### config.mk
export PLATFORM = sky130hd
export DESIGN_NAME = saturn_bus_ctrl
export DESIGN_NICKNAME = d
export VERILOG_FILES = /design/src/rtl/saturn_bus_ctrl.sv
export SDC_FILE = /design/constraint.sdc
export NUM_CORES = 1
export LEC_CHECK = 0
export ABC_AREA = 0
export BUFFER_PORTS_ARGS = -buffer_cell sky130_fd_sc_hd__buf_2
export CAP_MARGIN = 5
export CORE_AREA = 2 2 77 86
export CTS_CLUSTER_SIZE = 8
export DETAILED_ROUTE_END_ITERATION = 12
export DIE_AREA = 0 0 79 88
export GPL_TIMING_DRIVEN = 0
export HOLD_SLACK_MARGIN = 0.15
export PLACE_DENSITY = 0.88
export SLEW_MARGIN = 20
export SYNTH_ARGS = -nofsm -noshare
export SYNTH_HDL_FRONTEND = slang
export SYNTH_SLANG_ARGS = --single-unit
### constraint.sdc
create_clock -name i_clk -period 4.5 [get_ports i_clk]
set_input_delay 0 -clock i_clk [delete_from_list [all_inputs] [get_ports i_clk]]
set_output_delay 0 -clock i_clk [all_outputs]
set_load 0.005 [all_outputs]
### src/rtl/saturn_bus_ctrl.sv
// saturn_bus_ctrl: turns per-cycle core nibble requests into Saturn bus command
// sequences (LOAD_PC / PC_READ / PC_WRITE) and tracks a shadow bus pointer.
// Latency: hit = strobe on the send edge, read data on the next recv edge;
// a miss costs 6 bus cycles (LOAD_PC + 5 address nibbles) before the retry.
// Backpressure: o_stall holds the core during an address reload and forever
// after a bus error (which only reset clears).
//
// Ports:
//   i_clk, i_reset_n          clock, async active-low reset
//   i_en_bus_send/_recv       phase-0 / phase-1 one-clock enables
//   i_req, i_write, i_addr,   core access request (sampled on send phase)
//   i_wdata
//   o_nibble, o_valid         read data and one-clock update pulse
//   o_stall, o_error          core hold, sticky bus error
//   o_bus_strobe, o_bus_cmd,  registered bus command interface
//   o_bus_nibble_out
//   i_bus_nibble_in,          bus return nibble and error flag (recv phase)
//   i_bus_error
module saturn_bus_ctrl (
  input  logic        i_clk,
  input  logic        i_reset_n,
  input  logic        i_en_bus_send,
  input  logic        i_en_bus_recv,
  input  logic        i_req,
  input  logic        i_write,
  input  logic [19:0] i_addr,
  input  logic [3:0]  i_wdata,
  output logic [3:0]  o_nibble,
  output logic        o_valid,
  output logic        o_stall,
  output logic        o_error,
  output logic        o_bus_strobe,
  output logic [3:0]  o_bus_cmd,
  output logic [3:0]  o_bus_nibble_out,
  input  logic [3:0]  i_bus_nibble_in,
  input  logic        i_bus_error
);

  localparam logic [3:0] CMD_NOP   = 4'd0;
  localparam logic [3:0] CMD_READ  = 4'd1;
  localparam logic [3:0] CMD_WRITE = 4'd2;
  localparam logic [3:0] CMD_LOAD  = 4'd3;

  typedef enum logic [2:0] {
    S_IDLE      = 3'd0,
    S_LOAD_CMD  = 3'd1,
    S_LOAD_ADDR = 3'd2,
    S_XFER      = 3'd3,
    S_ERROR     = 3'd4
  } state_t;

  state_t      state_q, state_d;
  logic [19:0] bus_pc_q, bus_pc_d;
  logic        pc_known_q, pc_known_d;
  logic [19:0] ld_addr_q, ld_addr_d;
  logic [2:0]  ld_cnt_q, ld_cnt_d;
  logic        xfer_wr_q, xfer_wr_d;
  logic [3:0]  nibble_q, nibble_d;
  logic        valid_q, valid_d;
  logic        stall_q, stall_d;
  logic        error_q, error_d;
  logic        strobe_q, strobe_d;
  logic [3:0]  cmd_q, cmd_d;
  logic [3:0]  nout_q, nout_d;

  logic [3:0]  ld_nibble;
  logic        hit;

  // Address nibble currently due on the bus, least significant first.
  always_comb begin
    ld_nibble = 4'd0;
    case (ld_cnt_q)
      3'd0:    ld_nibble = ld_addr_q[3:0];
      3'd1:    ld_nibble = ld_addr_q[7:4];
      3'd2:    ld_nibble = ld_addr_q[11:8];
      3'd3:    ld_nibble = ld_addr_q[15:12];
      3'd4:    ld_nibble = ld_addr_q[19:16];
      default: ld_nibble = 4'd0;
    endcase
  end

  assign hit = pc_known_q && (i_addr == bus_pc_q);

  always_comb begin
    state_d    = state_q;
    bus_pc_d   = bus_pc_q;
    pc_known_d = pc_known_q;
    ld_addr_d  = ld_addr_q;
    ld_cnt_d   = ld_cnt_q;
    xfer_wr_d  = xfer_wr_q;
    nibble_d   = nibble_q;
    valid_d    = 1'b0;
    stall_d    = stall_q;
    error_d    = error_q;
    strobe_d   = 1'b0;
    cmd_d      = cmd_q;
    nout_d     = nout_q;

    if (i_en_bus_recv) begin
      // Recv phase wins if both enables ever coincide.
      if (state_q != S_ERROR && i_bus_error) begin
        error_d    = 1'b1;
        stall_d    = 1'b1;
        pc_known_d = 1'b0;
        state_d    = S_ERROR;
      end else if (state_q == S_XFER) begin
        if (!xfer_wr_q) begin
          nibble_d = i_bus_nibble_in;
          valid_d  = 1'b1;
        end
        // The bus auto-increments its PC on every read/write; wraps at 2^20.
        bus_pc_d = bus_pc_q + 20'd1;
        state_d  = S_IDLE;
      end
    end else if (i_en_bus_send) begin
      unique case (state_q)
        S_IDLE: begin
          if (i_req) begin
            strobe_d = 1'b1;
            if (hit) begin
              cmd_d     = i_write ? CMD_WRITE : CMD_READ;
              nout_d    = i_write ? i_wdata : 4'd0;
              xfer_wr_d = i_write;
              state_d   = S_XFER;
            end else begin
              ld_addr_d = i_addr;
              cmd_d     = CMD_LOAD;
              nout_d    = 4'd0;
              stall_d   = 1'b1;
              ld_cnt_d  = 3'd0;
              state_d   = S_LOAD_CMD;
            end
          end
        end
        S_LOAD_CMD: begin
          strobe_d = 1'b1;
          cmd_d    = CMD_LOAD;
          nout_d   = ld_nibble;
          ld_cnt_d = ld_cnt_q + 3'd1;
          state_d  = S_LOAD_ADDR;
        end
        S_LOAD_ADDR: begin
          strobe_d = 1'b1;
          cmd_d    = CMD_LOAD;
          nout_d   = ld_nibble;
          if (ld_cnt_q == 3'd4) begin
            // Fifth nibble out: the bus PC now matches the latched address.
            bus_pc_d   = ld_addr_q;
            pc_known_d = 1'b1;
            stall_d    = 1'b0;
            ld_cnt_d   = 3'd0;
            state_d    = S_IDLE;
          end else begin
            ld_cnt_d = ld_cnt_q + 3'd1;
          end
        end
        S_XFER:  ;
        S_ERROR: ;
        default: ;
      endcase
    end
  end

  always_ff @(posedge i_clk or negedge i_reset_n) begin
    if (!i_reset_n) begin
      state_q    <= S_IDLE;
      bus_pc_q   <= 20'd0;
      pc_known_q <= 1'b0;
      ld_addr_q  <= 20'd0;
      ld_cnt_q   <= 3'd0;
      xfer_wr_q  <= 1'b0;
      nibble_q   <= 4'd0;
      valid_q    <= 1'b0;
      stall_q    <= 1'b0;
      error_q    <= 1'b0;
      strobe_q   <= 1'b0;
      cmd_q      <= CMD_NOP;
      nout_q     <= 4'd0;
    end else begin
      state_q    <= state_d;
      bus_pc_q   <= bus_pc_d;
      pc_known_q <= pc_known_d;
      ld_addr_q  <= ld_addr_d;
      ld_cnt_q   <= ld_cnt_d;
      xfer_wr_q  <= xfer_wr_d;
      nibble_q   <= nibble_d;
      valid_q    <= valid_d;
      stall_q    <= stall_d;
      error_q    <= error_d;
      strobe_q   <= strobe_d;
      cmd_q      <= cmd_d;
      nout_q     <= nout_d;
    end
  end

  assign o_nibble         = nibble_q;
  assign o_valid          = valid_q;
  assign o_stall          = stall_q;
  assign o_error          = error_q;
  assign o_bus_strobe     = strobe_q;
  assign o_bus_cmd        = cmd_q;
  assign o_bus_nibble_out = nout_q;

endmodule

# --- Word level (Yosys, flattened, before mapping) ---
# Index checks and enable logic that the tools add are counted.
op_classes:
  n_eq_ne: 18
  bitwise_logic: 4
  n_reduce_logical: 22
  muxes: 47
  add_sub_neg: 2
op_table:
  columns: ["cell", "n"]
  rows:
  - ["20-bit two-way mux", 6]
  - ["3-bit two-way mux", 9]
  - ["5-bit AND reduction", 5]
  - ["20-bit by 1-bit adder with 20-bit output (second input constant)", 1]
  - ["20-bit equality test", 1]
  - ["4-bit one-hot mux with 5 select lines", 1]
  - ["1-bit two-way mux", 18]
  - ["3-bit one-hot mux with 3 select lines", 2]
  - ["4-bit two-way mux", 4]
  - ["4-bit one-hot mux with 2 select lines", 2]
  - ["3-bit by 2-bit equality test with 1-bit output (second input constant)", 4]
  - ["3-bit != test (second input constant)", 4]
  - ["4-bit AND reduction", 3]
  - ["2-bit nonzero test", 4]
  - ["3-bit by 1-bit equality test with 1-bit output (second input constant)", 2]
  - ["3-bit logical NOT", 2]
  - ["2-bit two-way mux", 3]
  - ["2-bit != test (second input constant)", 3]
  - ["6-bit AND reduction", 1]
  - ["3-bit nonzero test", 2]
  - ["2-bit by 1-bit != test with 1-bit output (second input constant)", 2]
  - ["1-bit NOT", 4]
  - ["1-bit one-hot mux with 2 select lines", 2]
  - ["4-bit nonzero test", 1]
  - ["other kinds (6)", 7]
word_totals:
  out_inout_bits: 16
  register_bits: 64
  elab_cells: 106
  inputBits: 35

# --- Logic depth before layout (Yosys ltp) ---
logic_depth:
  ltp_word: 7
  ltp_mapped: 8
  depth_no_buf: 7

# --- Worst setup path after synthesis ---
# No wires, ideal clock.
synth_timing:
  kind: "reg-to-reg"
  from: "reg bus_pc_q[12]"
  to: "reg ld_addr_q[19]"
  n_path_buf: 2
  path_slack_ps: 2714
  required_time_ps: 4375
  period_less_slack_ps: 1786
  setup_time_ps: 125
  t_arrival_ps: 1661
  path_stages_with_launch: 8
  cell_sequence: "dfrtp_1 > buf_6 > xnor2_1 > nand4_1 > nor4_4 > a21oi_2 > buf_6 > mux2_4"
synth_between:
  elab_chain_len: 4
synth_lines:
  columns: ["item", "line_no", "rtl"]
  rows:
  - ["start: declaration", "53", "logic [19:0] bus_pc_q, bus_pc_d;"]
  - ["start signal: assignment", "181", "bus_pc_q <= bus_pc_d;"]
  - ["20-bit equality test", "82", "assign hit = pc_known_q && (i_addr == bus_pc_q);"]
  - ["1-bit logical AND", "82", null]
  - ["1-bit NOT (no line)", null, null]
  - ["5-bit AND reduction (no line)", null, null]
  - ["end signal: assignment", "183", "ld_addr_q <= ld_addr_d;"]
  - ["end: declaration", "55", "logic [19:0] ld_addr_q, ld_addr_d;"]
# No other way between the ends.
# A chain may end at the register's enable or synchronous reset.

# --- Final worst setup path ---
layout_timing:
  from: "reg state_q[0]"
  to: "reg nout_q[0] (netlist: o_bus_nibble_out[0])"
layout_between:
  elab_chain_len: 4
  elab_cells_between_ends: 8
  classes_between: "eq/ne: 3; mux: 1; reduce/logical: 4"
layout_lines:
  columns: ["item", "line_no", "rtl"]
  rows:
  - ["start: declaration", "52", "state_t state_q, state_d;"]
  - ["start signal: assignment", "180", "state_q <= state_d;"]
  - ["3-bit by 2-bit equality test with 1-bit output / 3-bit by 1-bit equality test with 1-bit output (equally long branches)", "116", "unique case (state_q)"]
  - ["2-bit OR reduction (no line)", null, null]
  - ["2-bit nonzero test (no line)", null, null]
  - ["4-bit AND reduction (no line)", null, null]
  - ["end signal: assignment", "192", "nout_q <= nout_d;"]
  - ["end: declaration", "64", "logic [3:0] nout_q, nout_d;"]
# Parallel ways exist; a longest one is shown, timed or not.

==> results.yml <==
run_status:
  status: "finished clean"
clock_network:
  cts_buffers: 9
  clock_latency_ns: 0.36
  clock_sinks: 62
  cts_htree_levels: 3
  max-clock-path-buffers: 2
  clockRootBuffer: "clkbuf_8"
  clk_pin_slew_worst_paths_ns: 0.08
  cts-resized-gates: 0
  cts_tree: "done"
  hold_buffers: 44
  cts_setup_buffers: 0
critical_path:
  critical-path-slowest-cell: "dlygate4sd3_1"
  critical_path_class: "register to register"
  ff2ff_setup_slack_ns: 1.97
  critical_path.top_delay_family: "buffers and inverters"
  crit_arrival_ns: 2.81
  required_ns: 4.77
  crit_path_cell_trace: "clkbuf_1 -> nor3_1 -> a211o_1 -> inv_2 -> buf_2 -> nand4_1 -> dlygate4sd3_1 -> o21ai_1"
  startpoint_type: "register"
  crit_buf_inv: 4
  max_stage_delay_ns: 0.56
  critPathMaxFanout: 10
  cp-end-kind: "register"
floorplanning:
  rows: 30
  dieWidth_um: 79
  pin_count: 51
  initial_utilization_pct: 60.2
  die_h_um: 88
  dieArea_um2: 6950
  placeableCoreArea_um2: 6080
grt:
  grt_pass1_wl_um: 18400
  antenna_found_initial: 0
  grt_overflow: 0
  track_usage_pct: 34.9
  first_global_vias: 3625
  grt_max_degree: 63
synthesis:
  synthFlopType: "dfrtp_1"
  synth-edff-count: 0
  yosysSeqAreaShare_pct: 42.4
  yosys_warnings: 0
  synth_area_um2: 3660
  netlist_top_cells_count: "dfrtp_1, nand2_1, a21oi_1, o21ai_0, mux2_4"
  ys_ff_latch: 62
  synthTopCellsByArea: "dfrtp_1, mux2_4, xnor2_1"
  post-synth-top-area-cell: "dfrtp_1"
  synthCells: 364
  async_flop_share_pct: 100
  ys_types: 60
  synth_most_common_cell: "dfrtp_1"
  syn_avg_cell_area_um2: 10.1
  yosysTopAreaCellShare_pct: 42.4
timing:
  tightest_slew_ns: 0.783
  drv_slew: 0
  final.min_clock_period_ns: 2.53
  max_freq_ghz: 0.395
  fin_crit_sh_pct: 56.3
  hold_viol: 0
  finalSetupViolCount: 0
  fin_tns_setup_ns: 0
  grt_setup_unrepaired: "false"
  whs_ns: 0.257
  skew_ns: 0.0103
  relSlewSlack_pct: 47.8
hold_path:
  hp-class: "input port to asynchronous set/reset pin"
place:
  globalplace.congestion: 0.982
  port_buffers: 48
  post_dp_cell_area_um2: 4010
  dp_hpwl_um: 7180
detailed_routing:
  ant_nets: 0
  drtIter0Drc: 407
  drc_errors: 0
  post_drt_wl_per_cell_um: 20.5
  viasPerCell: 6.44
  detail_route.first_pass.iterations: 6
  vias: 3560
  wl_um: 11300
run:
  cap_violations: 0
pwr:
  powerDensity_nw_per_um2: 292
  leakage_nw: 2.05
  peakVddDrop_v: 0.000224
cells_and_area:
  nFillCells: 403
  synthToLayoutAreaGrowth_pct: 26.9
  insertedDiodeCount: 0
  nNetsFinal: 509
  drive_above_1_share_pct: 22.8
  final_area_um2: 4640
stage by stage:
step / total power, W / util, % / setup slack, ns / instances
6_report: 0.00136 / 76.4 / 1.97 / 553
5_1_grt: 0.00140 / 76.4 / 1.85 / 553
4_1_cts: 0.00135 / 76.4 / 2.09 / 553
3_5_place_dp: 0.000825 / 65.9 / 2.25 / 493
3_3_place_gp: 0.000817 / 65.8 / 2.39 / 493
2_1_floorplan: 0.000744 / - / 2.71 / 365
final timing paths:
kind                                  from                   to  cells past startpoint
worst max-delay path            state_q[0]  o_bus_nibble_out[0]                      8
worst min register to register     o_error              o_error                      1
worst max register to register  state_q[0]  o_bus_nibble_out[0]                      8
worst min-delay path             i_reset_n         ld_addr_q[0]                      2
min in group i_clk              i_addr[19]        ld_addr_q[19]                      3
max in group asynchronous        i_reset_n         ld_addr_q[6]                      2
final cells by class:
class	count	area (µm²)	area share, %
buffer	21	125	2.69
clock buffer	9	124	2.67
clock inverter	7	73.8	1.59
inverter	9	33.8	0.727
multi-input combinational	273	1950	42.1
sequential	62	1550	33.4
tap	80	100	2.16
timing repair buffer	92	683	14.7
state kept, by name, indices dropped and copies added, names as in the netlist:
name / count
bus_pc_q: 20
ld_addr_q: 20
ld_cnt_q: 3
o_bus_cmd: 2
o_bus_nibble_out: 4
o_bus_strobe: 1
o_error: 1
o_nibble: 4
o_stall: 1
o_valid: 1
pc_known_q: 1
state_q: 3
xfer_wr_q: 1
worst register-to-register path, cell delays in order (launching register included):
cell,delay [ns]
dfrtp_1,0.44
clkbuf_1,0.36
nor3_1,0.13
a211o_1,0.37
inv_2,0.09
buf_2,0.21
nand4_1,0.11
dlygate4sd3_1,0.56
o21ai_1,0.16
cells by family (layout without fill, tap and decap cells):
| family | Yosys count | in the layout | share of synthesized area [%] |
|---|---|---|---|
| other cells | 1 | 2 | 0.102 |
| xor+xnor | 20 | 20 | 4.79 |
| mux | 26 | 26 | 9.88 |
| simple gates | 108 | 108 | 16.3 |
| flops | 62 | 62 | 42.4 |
| compound gates | 111 | 111 | 20.1 |
| fa+ha+maj | 6 | 6 | 2.05 |
| buf+inv | 30 | 138 | 4.34 |
report_power, final:
group / internal, W / switching (W)
Combinational: 0.000107 / 0.000111
Sequential: 0.000591 / 0.0000413
Clock: 0.000257 / 0.000251
routing by layer:
layer / global-route usage, % / wire [µm] / share of wire (%)
met5: 0 / 0 / 0
met3: 5.67 / 903 / 8.0
met2: 58.9 / 5650 / 50
met4: 22.4 / 490 / 4.3
met1: 41.6 / 4290 / 38
cells in the final DEF (no fill, tap or decap), types with 4 or more instances in the layout:
master	netlist	final
o21ai_0	23	23
nand2_1	26	26
nand3_1	16	16
a22oi_1	9	9
clkbuf_8	0	9
clkbuf_1	7	7
buf_2	7	54
mux2_2	4	4
a2bb2oi_1	9	9
buf_6	4	4
xor2_1	4	4
a21oi_1	24	24
ha_1	6	6
xnor2_1	16	16
o22a_1	4	4
mux2_4	19	19
nand4_1	12	12
o22ai_1	9	9
and3_1	6	6
dfrtp_1	62	62
nand2b_1	6	6
dlygate4sd3_1	0	44
nor4_1	4	4
a222oi_1	4	4
o21ai_1	4	4
a31oi_1	5	5
nor2_1	16	16
inv_1	8	8
No activity file was read; power rests on OpenSTA's default activity.
